===== config.mk =====
export PLATFORM = sky130hd
export DESIGN_NAME = decode_stage
export DESIGN_NICKNAME = d
export VERILOG_FILES = /design/src/rtl/alu_defs.sv /design/src/rtl/instr_decoder.sv /design/src/rtl/decode_stage.sv
export SDC_FILE = /design/constraint.sdc
export NUM_CORES = 1
export LEC_CHECK = 0
export BUFFER_PORTS_ARGS = -buffer_cell sky130_fd_sc_hd__clkbuf_2
export CAP_MARGIN = 40
export CORE_MARGIN = 8
export CORE_UTILIZATION = 51
export CTS_BUF_LIST = sky130_fd_sc_hd__clkbuf_16
export CTS_CLUSTER_DIAMETER = 40
export DETAILED_ROUTE_END_ITERATION = 8
export PLACE_DENSITY = 0.81
export REMOVE_ABC_BUFFERS = 1
export SYNTH_ARGS = -nofsm -noshare
export SYNTH_HDL_FRONTEND = slang
export SYNTH_SLANG_ARGS = --single-unit
export TNS_END_PERCENT = 10

===== constraint.sdc =====
create_clock -name CLK -period 2.35 [get_ports CLK]
set_input_delay 0.235 -clock CLK [delete_from_list [all_inputs] [get_ports CLK]]
set_output_delay 0.235 -clock CLK [all_outputs]
set_load 0.02 [all_outputs]

===== src/rtl/alu_defs.sv =====
// Shared RV32IM decode definitions: opcodes, funct3/funct7 values, ALU
// operation codes and the decoded-instruction bundle. The ALU imports this
// package too, so the operation codes mean the same thing on both sides.
package alu_defs;

  // Major opcodes (instr[6:0])
  localparam logic [6:0] OPC_LUI      = 7'b0110111;
  localparam logic [6:0] OPC_AUIPC    = 7'b0010111;
  localparam logic [6:0] OPC_JAL      = 7'b1101111;
  localparam logic [6:0] OPC_JALR     = 7'b1100111;
  localparam logic [6:0] OPC_BRANCH   = 7'b1100011;
  localparam logic [6:0] OPC_LOAD     = 7'b0000011;
  localparam logic [6:0] OPC_STORE    = 7'b0100011;
  localparam logic [6:0] OPC_OP_IMM   = 7'b0010011;
  localparam logic [6:0] OPC_OP       = 7'b0110011;
  localparam logic [6:0] OPC_MISC_MEM = 7'b0001111;
  localparam logic [6:0] OPC_SYSTEM   = 7'b1110011;

  // Integer ALU funct3
  localparam logic [2:0] F3_ADD_SUB = 3'b000;
  localparam logic [2:0] F3_SLL     = 3'b001;
  localparam logic [2:0] F3_SLT     = 3'b010;
  localparam logic [2:0] F3_SLTU    = 3'b011;
  localparam logic [2:0] F3_XOR     = 3'b100;
  localparam logic [2:0] F3_SRL_SRA = 3'b101;
  localparam logic [2:0] F3_OR      = 3'b110;
  localparam logic [2:0] F3_AND     = 3'b111;

  // Branch funct3
  localparam logic [2:0] F3_BEQ  = 3'b000;
  localparam logic [2:0] F3_BNE  = 3'b001;
  localparam logic [2:0] F3_BLT  = 3'b100;
  localparam logic [2:0] F3_BGE  = 3'b101;
  localparam logic [2:0] F3_BLTU = 3'b110;
  localparam logic [2:0] F3_BGEU = 3'b111;

  // Load / store funct3
  localparam logic [2:0] F3_LB  = 3'b000;
  localparam logic [2:0] F3_LH  = 3'b001;
  localparam logic [2:0] F3_LW  = 3'b010;
  localparam logic [2:0] F3_LBU = 3'b100;
  localparam logic [2:0] F3_LHU = 3'b101;
  localparam logic [2:0] F3_SB  = 3'b000;
  localparam logic [2:0] F3_SH  = 3'b001;
  localparam logic [2:0] F3_SW  = 3'b010;

  // M-extension funct3
  localparam logic [2:0] F3_MUL    = 3'b000;
  localparam logic [2:0] F3_MULH   = 3'b001;
  localparam logic [2:0] F3_MULHSU = 3'b010;
  localparam logic [2:0] F3_MULHU  = 3'b011;
  localparam logic [2:0] F3_DIV    = 3'b100;
  localparam logic [2:0] F3_DIVU   = 3'b101;
  localparam logic [2:0] F3_REM    = 3'b110;
  localparam logic [2:0] F3_REMU   = 3'b111;

  // Misc funct3 values
  localparam logic [2:0] F3_JALR  = 3'b000;
  localparam logic [2:0] F3_FENCE = 3'b000;

  // funct7
  localparam logic [6:0] F7_BASE   = 7'b0000000;
  localparam logic [6:0] F7_ALT    = 7'b0100000;
  localparam logic [6:0] F7_MULDIV = 7'b0000001;

  // instr[31:7] patterns of the two legal SYSTEM instructions
  localparam logic [24:0] SYS_ECALL  = 25'h0000000;
  localparam logic [24:0] SYS_EBREAK = 25'h0002000;

  // ALU operation codes; immediate forms share the code of the register form
  typedef enum logic [5:0] {
    ALU_NONE   = 6'd0,
    ALU_LUI    = 6'd1,
    ALU_AUIPC  = 6'd2,
    ALU_JAL    = 6'd3,
    ALU_JALR   = 6'd4,
    ALU_ADD    = 6'd5,
    ALU_SUB    = 6'd6,
    ALU_SLL    = 6'd7,
    ALU_SLT    = 6'd8,
    ALU_SLTU   = 6'd9,
    ALU_BEQ    = 6'd10,
    ALU_XOR    = 6'd11,
    ALU_BNE    = 6'd12,
    ALU_LW     = 6'd13,
    ALU_SRL    = 6'd14,
    ALU_SRA    = 6'd15,
    ALU_SB     = 6'd16,
    ALU_OR     = 6'd17,
    ALU_AND    = 6'd18,
    ALU_MUL    = 6'd19,
    ALU_MULH   = 6'd20,
    ALU_MULHSU = 6'd21,
    ALU_DIV    = 6'd22,
    ALU_MULHU  = 6'd23,
    ALU_DIVU   = 6'd24,
    ALU_REM    = 6'd25,
    ALU_REMU   = 6'd26,
    ALU_BLT    = 6'd27,
    ALU_BGE    = 6'd28,
    ALU_BLTU   = 6'd29,
    ALU_BGEU   = 6'd30,
    ALU_LB     = 6'd31,
    ALU_LH     = 6'd32,
    ALU_LBU    = 6'd33,
    ALU_LHU    = 6'd34,
    ALU_SH     = 6'd35,
    ALU_SW     = 6'd36,
    ALU_FENCE  = 6'd37,
    ALU_ECALL  = 6'd38,
    ALU_EBREAK = 6'd39
  } alu_op_t;

  // Decoded instruction as handed to execute
  typedef struct packed {
    alu_op_t     alu_sel;
    logic [31:0] imm;
    logic [4:0]  rs1_addr;
    logic [4:0]  rs2_addr;
    logic [4:0]  rd_addr;
    logic        use_imm;
    logic        reg_write;
    logic        mem_read;
    logic        mem_write;
    logic        illegal;
  } dec_bundle_t;

  // Immediate extraction, all sign-extended from instr[31]
  function automatic logic [31:0] imm_i(input logic [31:0] instr);
    return {{20{instr[31]}}, instr[31:20]};
  endfunction

  function automatic logic [31:0] imm_s(input logic [31:0] instr);
    return {{20{instr[31]}}, instr[31:25], instr[11:7]};
  endfunction

  function automatic logic [31:0] imm_b(input logic [31:0] instr);
    return {{20{instr[31]}}, instr[7], instr[30:25], instr[11:8], 1'b0};
  endfunction

  function automatic logic [31:0] imm_u(input logic [31:0] instr);
    return {instr[31:12], 12'h000};
  endfunction

  function automatic logic [31:0] imm_j(input logic [31:0] instr);
    return {{12{instr[31]}}, instr[19:12], instr[20], instr[30:21], 1'b0};
  endfunction

endpackage


===== src/rtl/instr_decoder.sv =====
// Purely combinational RV32IM decoder. Produces the execute bundle plus
// flags telling the stage which source registers the instruction reads,
// which the load-use hazard check needs.
module instr_decoder
  import alu_defs::*;
(
  input  logic [31:0] instr,
  output dec_bundle_t bundle,
  output logic        reads_rs1,
  output logic        reads_rs2
);

  logic [6:0]  opcode;
  logic [2:0]  funct3;
  logic [6:0]  funct7;

  alu_op_t     alu_sel;
  logic        legal;
  logic [31:0] imm_val;
  logic        use_imm;
  logic        writes_rd;
  logic        is_load;
  logic        is_store;
  logic        uses_rs1;
  logic        uses_rs2;

  assign opcode = instr[6:0];
  assign funct3 = instr[14:12];
  assign funct7 = instr[31:25];

  // Classify the instruction and pick its operation code
  always_comb begin
    alu_sel   = ALU_NONE;
    legal     = 1'b0;
    imm_val   = 32'h0;
    use_imm   = 1'b0;
    writes_rd = 1'b0;
    is_load   = 1'b0;
    is_store  = 1'b0;
    uses_rs1  = 1'b0;
    uses_rs2  = 1'b0;
    case (opcode)
      OPC_LUI: begin
        legal = 1'b1; alu_sel = ALU_LUI; imm_val = imm_u(instr);
        use_imm = 1'b1; writes_rd = 1'b1;
      end
      OPC_AUIPC: begin
        legal = 1'b1; alu_sel = ALU_AUIPC; imm_val = imm_u(instr);
        use_imm = 1'b1; writes_rd = 1'b1;
      end
      OPC_JAL: begin
        legal = 1'b1; alu_sel = ALU_JAL; imm_val = imm_j(instr);
        use_imm = 1'b1; writes_rd = 1'b1;
      end
      OPC_JALR: begin
        legal = (funct3 == F3_JALR); alu_sel = ALU_JALR; imm_val = imm_i(instr);
        use_imm = 1'b1; writes_rd = 1'b1; uses_rs1 = 1'b1;
      end
      OPC_BRANCH: begin
        legal = 1'b1; imm_val = imm_b(instr); uses_rs1 = 1'b1; uses_rs2 = 1'b1;
        case (funct3)
          F3_BEQ:  alu_sel = ALU_BEQ;
          F3_BNE:  alu_sel = ALU_BNE;
          F3_BLT:  alu_sel = ALU_BLT;
          F3_BGE:  alu_sel = ALU_BGE;
          F3_BLTU: alu_sel = ALU_BLTU;
          F3_BGEU: alu_sel = ALU_BGEU;
          default: legal = 1'b0;
        endcase
      end
      OPC_LOAD: begin
        legal = 1'b1; imm_val = imm_i(instr); use_imm = 1'b1;
        writes_rd = 1'b1; is_load = 1'b1; uses_rs1 = 1'b1;
        case (funct3)
          F3_LB:   alu_sel = ALU_LB;
          F3_LH:   alu_sel = ALU_LH;
          F3_LW:   alu_sel = ALU_LW;
          F3_LBU:  alu_sel = ALU_LBU;
          F3_LHU:  alu_sel = ALU_LHU;
          default: legal = 1'b0;
        endcase
      end
      OPC_STORE: begin
        legal = 1'b1; imm_val = imm_s(instr); use_imm = 1'b1;
        is_store = 1'b1; uses_rs1 = 1'b1; uses_rs2 = 1'b1;
        case (funct3)
          F3_SB:   alu_sel = ALU_SB;
          F3_SH:   alu_sel = ALU_SH;
          F3_SW:   alu_sel = ALU_SW;
          default: legal = 1'b0;
        endcase
      end
      OPC_OP_IMM: begin
        legal = 1'b1; imm_val = imm_i(instr); use_imm = 1'b1;
        writes_rd = 1'b1; uses_rs1 = 1'b1;
        case (funct3)
          F3_ADD_SUB: alu_sel = ALU_ADD;
          F3_SLT:     alu_sel = ALU_SLT;
          F3_SLTU:    alu_sel = ALU_SLTU;
          F3_XOR:     alu_sel = ALU_XOR;
          F3_OR:      alu_sel = ALU_OR;
          F3_AND:     alu_sel = ALU_AND;
          F3_SLL: begin
            alu_sel = ALU_SLL;
            legal   = (funct7 == F7_BASE);
          end
          F3_SRL_SRA: begin
            if (funct7 == F7_BASE)     alu_sel = ALU_SRL;
            else if (funct7 == F7_ALT) alu_sel = ALU_SRA;
            else                       legal   = 1'b0;
          end
          default: legal = 1'b0;
        endcase
      end
      OPC_OP: begin
        legal = 1'b1; writes_rd = 1'b1; uses_rs1 = 1'b1; uses_rs2 = 1'b1;
        if (funct7 == F7_MULDIV) begin
          case (funct3)
            F3_MUL:    alu_sel = ALU_MUL;
            F3_MULH:   alu_sel = ALU_MULH;
            F3_MULHSU: alu_sel = ALU_MULHSU;
            F3_MULHU:  alu_sel = ALU_MULHU;
            F3_DIV:    alu_sel = ALU_DIV;
            F3_DIVU:   alu_sel = ALU_DIVU;
            F3_REM:    alu_sel = ALU_REM;
            default:   alu_sel = ALU_REMU;
          endcase
        end else if (funct7 == F7_BASE) begin
          case (funct3)
            F3_ADD_SUB: alu_sel = ALU_ADD;
            F3_SLL:     alu_sel = ALU_SLL;
            F3_SLT:     alu_sel = ALU_SLT;
            F3_SLTU:    alu_sel = ALU_SLTU;
            F3_XOR:     alu_sel = ALU_XOR;
            F3_SRL_SRA: alu_sel = ALU_SRL;
            F3_OR:      alu_sel = ALU_OR;
            default:    alu_sel = ALU_AND;
          endcase
        end else if (funct7 == F7_ALT && funct3 == F3_ADD_SUB) begin
          alu_sel = ALU_SUB;
        end else if (funct7 == F7_ALT && funct3 == F3_SRL_SRA) begin
          alu_sel = ALU_SRA;
        end else begin
          legal = 1'b0;
        end
      end
      OPC_MISC_MEM: begin
        legal = (funct3 == F3_FENCE); alu_sel = ALU_FENCE; imm_val = imm_i(instr);
      end
      OPC_SYSTEM: begin
        imm_val = imm_i(instr);
        if (instr[31:7] == SYS_ECALL) begin
          legal = 1'b1; alu_sel = ALU_ECALL;
        end else if (instr[31:7] == SYS_EBREAK) begin
          legal = 1'b1; alu_sel = ALU_EBREAK;
        end
      end
      default: legal = 1'b0;
    endcase
  end

  // Assemble the bundle; anything not legal collapses to an inert illegal op
  always_comb begin
    bundle         = '0;
    bundle.illegal = !legal;
    reads_rs1      = legal && uses_rs1;
    reads_rs2      = legal && uses_rs2;
    if (legal) begin
      bundle.alu_sel   = alu_sel;
      bundle.imm       = imm_val;
      bundle.rs1_addr  = instr[19:15];
      bundle.rs2_addr  = instr[24:20];
      bundle.rd_addr   = instr[11:7];
      bundle.use_imm   = use_imm;
      bundle.reg_write = writes_rd && (instr[11:7] != 5'd0);
      bundle.mem_read  = is_load;
      bundle.mem_write = is_store;
    end
  end

endmodule


===== src/rtl/decode_stage.sv =====
// Decode pipeline register between fetch and execute: valid/ready
// handshake on both sides, load-use hazard bubble and branch flush.
module decode_stage
  import alu_defs::*;
(
  input  logic        CLK,
  input  logic        RESET_N,
  input  logic        if_valid,
  input  logic [31:0] if_instr,
  input  logic [31:0] if_pc,
  output logic        if_ready,
  input  logic        flush,
  input  logic        ex_ready,
  output logic        ex_valid,
  output logic [5:0]  ex_aluSelect,
  output logic [31:0] ex_imm,
  output logic [4:0]  ex_rs1_addr,
  output logic [4:0]  ex_rs2_addr,
  output logic [4:0]  ex_rd_addr,
  output logic [31:0] ex_pc,
  output logic        ex_use_imm,
  output logic        ex_reg_write,
  output logic        ex_mem_read,
  output logic        ex_mem_write,
  output logic        ex_illegal
);

  dec_bundle_t dec_bundle;
  logic        dec_reads_rs1;
  logic        dec_reads_rs2;
  dec_bundle_t held_reg;
  logic        valid_reg;
  logic [31:0] pc_reg;
  logic        hazard;
  logic        advance;

  instr_decoder u_instr_decoder (
    .instr     (if_instr),
    .bundle    (dec_bundle),
    .reads_rs1 (dec_reads_rs1),
    .reads_rs2 (dec_reads_rs2)
  );

  // A held load whose destination the incoming instruction reads must not be
  // followed directly; the hazard clears once the load moves on
  assign hazard = if_valid && valid_reg && held_reg.mem_read &&
                  (held_reg.rd_addr != 5'd0) &&
                  ((dec_reads_rs1 && (dec_bundle.rs1_addr == held_reg.rd_addr)) ||
                   (dec_reads_rs2 && (dec_bundle.rs2_addr == held_reg.rd_addr)));

  assign advance  = !valid_reg || ex_ready;
  assign if_ready = advance && !hazard;

  // Pipeline register: reset, then flush, then accept-or-bubble when free
  always_ff @(posedge CLK or negedge RESET_N) begin
    if (!RESET_N) begin
      valid_reg <= 1'b0;
      held_reg  <= '0;
      pc_reg    <= 32'h0;
    end else if (flush) begin
      valid_reg <= 1'b0;
      held_reg  <= '0;
      pc_reg    <= 32'h0;
    end else if (advance) begin
      if (if_valid && !hazard) begin
        valid_reg <= 1'b1;
        held_reg  <= dec_bundle;
        pc_reg    <= if_pc;
      end else begin
        valid_reg <= 1'b0;
        held_reg  <= '0;
        pc_reg    <= 32'h0;
      end
    end
  end

  assign ex_valid     = valid_reg;
  assign ex_aluSelect = held_reg.alu_sel;
  assign ex_imm       = held_reg.imm;
  assign ex_rs1_addr  = held_reg.rs1_addr;
  assign ex_rs2_addr  = held_reg.rs2_addr;
  assign ex_rd_addr   = held_reg.rd_addr;
  assign ex_pc        = pc_reg;
  assign ex_use_imm   = held_reg.use_imm;
  assign ex_reg_write = held_reg.reg_write;
  assign ex_mem_read  = held_reg.mem_read;
  assign ex_mem_write = held_reg.mem_write;
  assign ex_illegal   = held_reg.illegal;

endmodule


## Word level (Yosys, flattened, before mapping)

Cells that the tools add are included.

- Equal/unequal tests: 23
- Mux-type cells: 45
- Reductions and logical operators: 35

Operators by type and width:

| cell | count |
|---|---|
| two-way mux 58 bit | 3 |
| one-hot mux 32 bit (5 select lines) | 1 |
| two-way mux 32 bit | 3 |
| one-hot mux 6 bit (11 select lines) | 1 |
| two-way mux 57 bit | 1 |
| one-hot mux 6 bit (8 select lines) | 1 |
| two-way mux 6 bit | 6 |
| one-hot mux 5 bit (7 select lines) | 1 |
| one-hot mux 5 bit (6 select lines) | 1 |
| one-hot mux 6 bit (5 select lines) | 1 |
| == test 7 x 6 -> 1 bit (second input constant) | 4 |
| == test 7 bit (second input constant) | 4 |
| one-hot mux 4 bit (7 select lines) | 1 |
| == test 25 x 14 -> 1 bit (second input constant) | 1 |
| zero test 25 bit | 1 |
| two-way mux 1 bit | 20 |
| one-hot mux 6 bit (3 select lines) | 1 |
| == test 7 x 5 -> 1 bit (second input constant) | 2 |
| OR reduction 7 bit | 2 |
| logical AND 1 bit | 13 |
| == test 3 bit (second input constant) | 4 |
| OR reduction 6 bit | 2 |
| == test 5 bit | 2 |
| nonzero test 5 bit | 2 |
| 16 further kinds | 25 |

- Register bits: 91
- Input port bits: 69
- Output and inout port bits: 92
- Word-level logic and storage cells: 115

## Longest topological paths before layout

- Word-level depth: 17
- Mapped depth: 11
- Depth with buffers taken out: 7

## Cells and area by module

From an unflattened synthesis, not the netlist that was laid out.

- Cell total of the unflattened synthesis: 731
- Area, all modules: 6054.6 um^2

Modules (own cells, without submodules):

| module | times used | cells an instance | area an instance (um^2) | seq. area each (um^2) |
|---|---|---|---|---|
| decode_stage | 1 | 436 | 4254.1 | 2277.2 |
| instr_decoder | 1 | 295 | 1800.5 | 0.0 |

## Worst setup path after synthesis

No wires, ideal clock.

- Kind: input to output
- From: input port if_instr[4]
- To: output port if_ready
- Arrival time: 1.859 ns
- Data required time: 2.115 ns
- Setup slack: 0.256 ns
- Stages on the path: 7
- Path buffers: 1
- Path through: buf_4 -> or3b_4 -> a21oi_4 -> a31o_1 -> nor4_2 -> nand2_2 -> a21boi_0

- Longest elaborated chain between the ends: 10
- Elaborated cells between the ends (all ways): 29
- Classes of those cells: eq/ne: 13; mux: 4; reduce/logical: 12

RTL lines:

| element | line | RTL |
|---|---|---|
| start: declaration | decode_stage.sv:9 | `input logic [31:0] if_instr,` |
| == test 7 x 6 -> 1 bit, or another cell as far along | instr_decoder.sv:42 | `case (opcode)` |
| OR reduction 3 bit (no line) / OR reduction 2 bit (equally long branches) | -- |  |
| one-hot mux 1 bit (8 select lines) | instr_decoder.sv:42 |  |
| two-way mux 57 bit | instr_decoder.sv:168 | `if (legal) begin` |
| == test 5 bit (on tied branches) | decode_stage.sv:48, decode_stage.sv:49 |  |
| logical AND 1 bit (on tied branches) | decode_stage.sv:48, decode_stage.sv:49 |  |
| logical OR 1 bit * | decode_stage.sv:48 | `((dec_reads_rs1 && (dec_bundle.rs1_addr == held_reg.rd_addr)) \|\|` |
| logical AND 1 bit * | decode_stage.sv:47 | `(held_reg.rd_addr != 5'd0) &&` |
| zero test 1 bit * | decode_stage.sv:52 | `assign if_ready = advance && !hazard;` |
| logical AND 1 bit * | decode_stage.sv:52 |  |
| end: declaration | decode_stage.sv:11 | `output logic if_ready,` |

Mark *: on every way between the ends. The rest lies on a longest branch, timed or not.

## Final worst setup path

- From: register held_reg, in the netlist ex_rd_addr[2]
- To: output port if_ready

- Longest elaborated chain between the ends: 6
- Elaborated cells between the ends (all ways): 10
- Classes of those cells: eq/ne: 2; reduce/logical: 8

RTL lines:

| element | line | RTL |
|---|---|---|
| start: declaration | decode_stage.sv:31 | `dec_bundle_t held_reg;` |
| start signal: assignment | decode_stage.sv:67 | `held_reg <= dec_bundle;` |
| == test 5 bit (on tied branches) | decode_stage.sv:48, decode_stage.sv:49 |  |
| logical AND 1 bit (on tied branches) | decode_stage.sv:48, decode_stage.sv:49 |  |
| logical OR 1 bit | decode_stage.sv:48 |  |
| logical AND 1 bit * | decode_stage.sv:47 |  |
| zero test 1 bit * | decode_stage.sv:52 |  |
| logical AND 1 bit * | decode_stage.sv:52 |  |

Marks and branches as above.

==> summary.md <==
| Metric | Value |
|---|---|
| Run status | finished clean |
| Maximum buffer depth of the clock tree | 2 |
| Most numerous cell in the Yosys netlist | sky130_fd_sc_hd__dfrtp_1 |
| Sequential element share of the synthesized area | 48.0% |
| Total gr overflow | 0 |
| Area taken by flip-flops and latches | 2280 um^2 |
| Worst setup SP type | register |
| DIE AREA | 12600 um^2 |
| Class of the tightest hold or removal check | input pin to register |
| Most area-consuming cells after synthesis | sky130_fd_sc_hd__dfrtp_1 (48%), sky130_fd_sc_hd__a22o_1 (10%), sky130_fd_sc_hd__nand2_1 (3.9%) |
| Via/cell ratio | 6.14 |
| Critical path data required time | 2120 ps |
| Total number of yosys warnings | 0 |
| R2r setup slk | 110 ps |
| Weighted congestion reported at the end of routability-driven placement | 0.872 |
| Clock insertion delay at the later pin of the skew report | 340 ps |
| Number of storage elements in the synthesis netlist | 91 |
| Residual antenna-violating net count after detailed routing | 0 |
| Final Hold Vio Count | 0 |
| Minimum clock period after layout | 2290 ps |
| Pin count of the biggest net entering global routing | 51 |
| Detailed-route wire length | 15.9 mm |
| Post-detailed-route wirelength per cell | 20.9 um |
| Synthesized netlist cell count | 467 |
| Clock sinks | 91 |
| Worst Hold Depth | 2 |
| Area of the multi-input gates | 2240 um^2 |
| Number of top-level pins | 161 |
| Inserted Clock Buffers | 9 |
| Root buffer cell | sky130_fd_sc_hd__clkbuf_16 |
| Setup crit start | ex_rd_addr[2] |
| First-pass GRT wire length | 25.0 mm |
| Maximum clock skew at final layout | 9.79 ps |
| Count of placed standard cells in the final layout, fillers left out | 761 |
| Area of all placed cells without fillers | 6170 um^2 |
| Largest area contributor in the netlist | sky130_fd_sc_hd__dfrtp_1 |
| Ys flop type | sky130_fd_sc_hd__dfrtp_1 |
| Count of maximum capacitance violations | 0 |
| Clock-pin slew on the worst setup and hold paths | 70 ps |
| Initial antenna violation count | 0 |
| Total power per unit cell area | 577 nW/um^2 |
| Die Y-Extent | 112 um |
| Pins Over Slew Limit | 0 |
| Slew @ Worst Pin | 682 ps |
| Number of global-route vias before repair | 4644 |
| # DRC | 0 |
| Router iterations before antenna repair | 5 |
| Category of the critical setup timing path | register to output port |
| CORE AREA | 9150 um^2 |
| DR vias | 4674 |
| Yosys top cell area share | 48.0% |
| Category of the worst setup path capture point | output port |
| Worst max-slew margin expressed relative to the limit | 53.4% |
| Final setup violation count | 0 |
| Maximum vdd drop | 0.369 mV |
| Sum of net half-perimeters after detailed placement | 11.9 mm |
| Quantity of I/O buffers inserted on ports | 160 |
| N_diodes | 0 |
| Worst r2r dst | ex_use_imm |
| Depth of the worst register-to-register path | 9 |
| CP endpoint | if_ready |
| TritonCTS clock tree | done |
| Ratio of final minimum period to clock period | 97.5% |
| Top cells by count, synth | sky130_fd_sc_hd__dfrtp_1 (91), sky130_fd_sc_hd__a22o_1 (54), sky130_fd_sc_hd__nand2_1 (49) |
| Count of different cell masters after synthesis | 67 |
| Leakage dissipation | 3.04 nW |
| Synth Cell Area | 4740 um^2 |
| Proportion of synthesized flip-flops having asynchronous set or reset | 100% |
| Layout cells sized above 1 | 39.1% |
| Number of cells after detailed placement | 740 |
| Area growth from synthesis to layout | 30.1% |
| CP max FO | 5 |
| All-Layer GR Usage | 24.5% |
| R2r startpoint | ex_rd_addr[2] |
| Floorplan die width | 112 um |
| Number of flops mapped to enable cells by yosys | 0 |
| Highest achievable clock rate | 436 MHz |
| CTS H-Tree Depth | 3 |
| Crit path arrival time | 2060 ps |
| Total cell area at the placement stage | 5800 um^2 |
| Row count | 35 |
| Starting utilization of the core area | 51.8% |
| Final #Nets | 714 |
| Post-Synthesis Mean Instance Area | 10.2 um^2 |
| DR iter-0 viols | 381 |
| Fill cells | 738 |
[per-stage QoR]
| step | hold WS, ps | util (%) | setup WS [ps] | TNS (ps) | total power, mW |
|---|---|---|---|---|---|
| floorplan | -60.6 | - | -1490 | -131010 | 1.83 |
| global placement | 96.5 | 63.4 | 66.3 | 0 | 2.11 |
| detailed placement | 96.3 | 63.4 | 42.7 | 0 | 2.11 |
| CTS | 95.2 | 67.1 | 3.09 | 0 | 3.57 |
| global route | 95.7 | 67.4 | -8.23 | -8.23 | 3.67 |
| finish | 103 | 67.4 | 58.7 | 0 | 3.56 |
[power breakdown]
group | internal (mW) | switching [mW] | total [mW]
clock | 0.756 | 0.709 | 1.46
combinational | 0.176 | 0.306 | 0.482
sequential | 1.59 | 0.0183 | 1.61
total | 2.53 | 1.03 | 3.56
[cells by family (layout without fill, tap and decap cells)]
family	Yosys count	count (layout)	share of synthesized area (%)
xor+xnor	11	11	2.03
buf+inv	45	228	5.28
mux	1	1	0.211
simple gates	135	135	15.3
flops	91	91	48.0
compound gates	184	184	29.2
[state kept, by name, summed over array words and instances, names as in the netlist, 5 cells and up]
name and count:
ex_imm 32, ex_rs1_addr 5, ex_pc 32, ex_rs2_addr 5
ex_aluSelect 6, ex_rd_addr 5
[worst min path at each step]
stage / startpoint / end
after floorplan: RESET_N / ex_aluSelect[0]
after global placement: RESET_N / ex_aluSelect[5]
after detailed placement: RESET_N / ex_aluSelect[2]
after CTS: if_pc[25] / ex_pc[25]
after global routing: if_pc[25] / ex_pc[25]
final: if_pc[20] / ex_pc[20]
[layout make-up]
class / count / area share, %
clock inverters: 7 / 1.24
repair buffers: 207 / 19.3
flip-flops and latches: 91 / 37.0
multi-input cells: 331 / 36.3
clock buffers: 9 / 3.65
well taps: 111 / 2.25
inverters: 5 / 0.304
[layout by cell type (no fill, tap or decap), drive strengths merged, types with 10 or more instances in the layout]
cell type	netlist	final
a21oi	39	39
a22o	54	54
a32o	10	10
buf	19	48
clkbuf	21	167
dfrtp	91	91
nand2	50	50
nor2	22	22
nor3	10	10
o21ai	38	38
xor2	11	11
[critical path: stages (launching register included)]
cell and delay [ps]:
sky130_fd_sc_hd__dfrtp_2 440, sky130_fd_sc_hd__xor2_1 160, sky130_fd_sc_hd__nor4_2 360, sky130_fd_sc_hd__o211ai_1 190, sky130_fd_sc_hd__a21oi_2 210, sky130_fd_sc_hd__buf_4 140
sky130_fd_sc_hd__a21boi_1 60, sky130_fd_sc_hd__buf_4 160
[metal layers]
layer / share of wire, % / up-vias / GRT usage [%]
li1: - / 2118 / -
met1: 43 / 2286 / 32.1
met2: 47 / 248 / 39.3
met3: 8.2 / 22 / 6.01
met4: 1.7 / 0 / 6.74
met5: 0 / - / 0
[what timing repair did]
item,4_1_cts,5_1_grt
pin swaps,3,4
resized for setup,4,6
endpoints found under the setup margin,1,7
hold buffers,1,0
buffers inserted,2,2
endpoints found under the hold margin,11,0
Note: power is estimated with default switching activity, not from simulation.
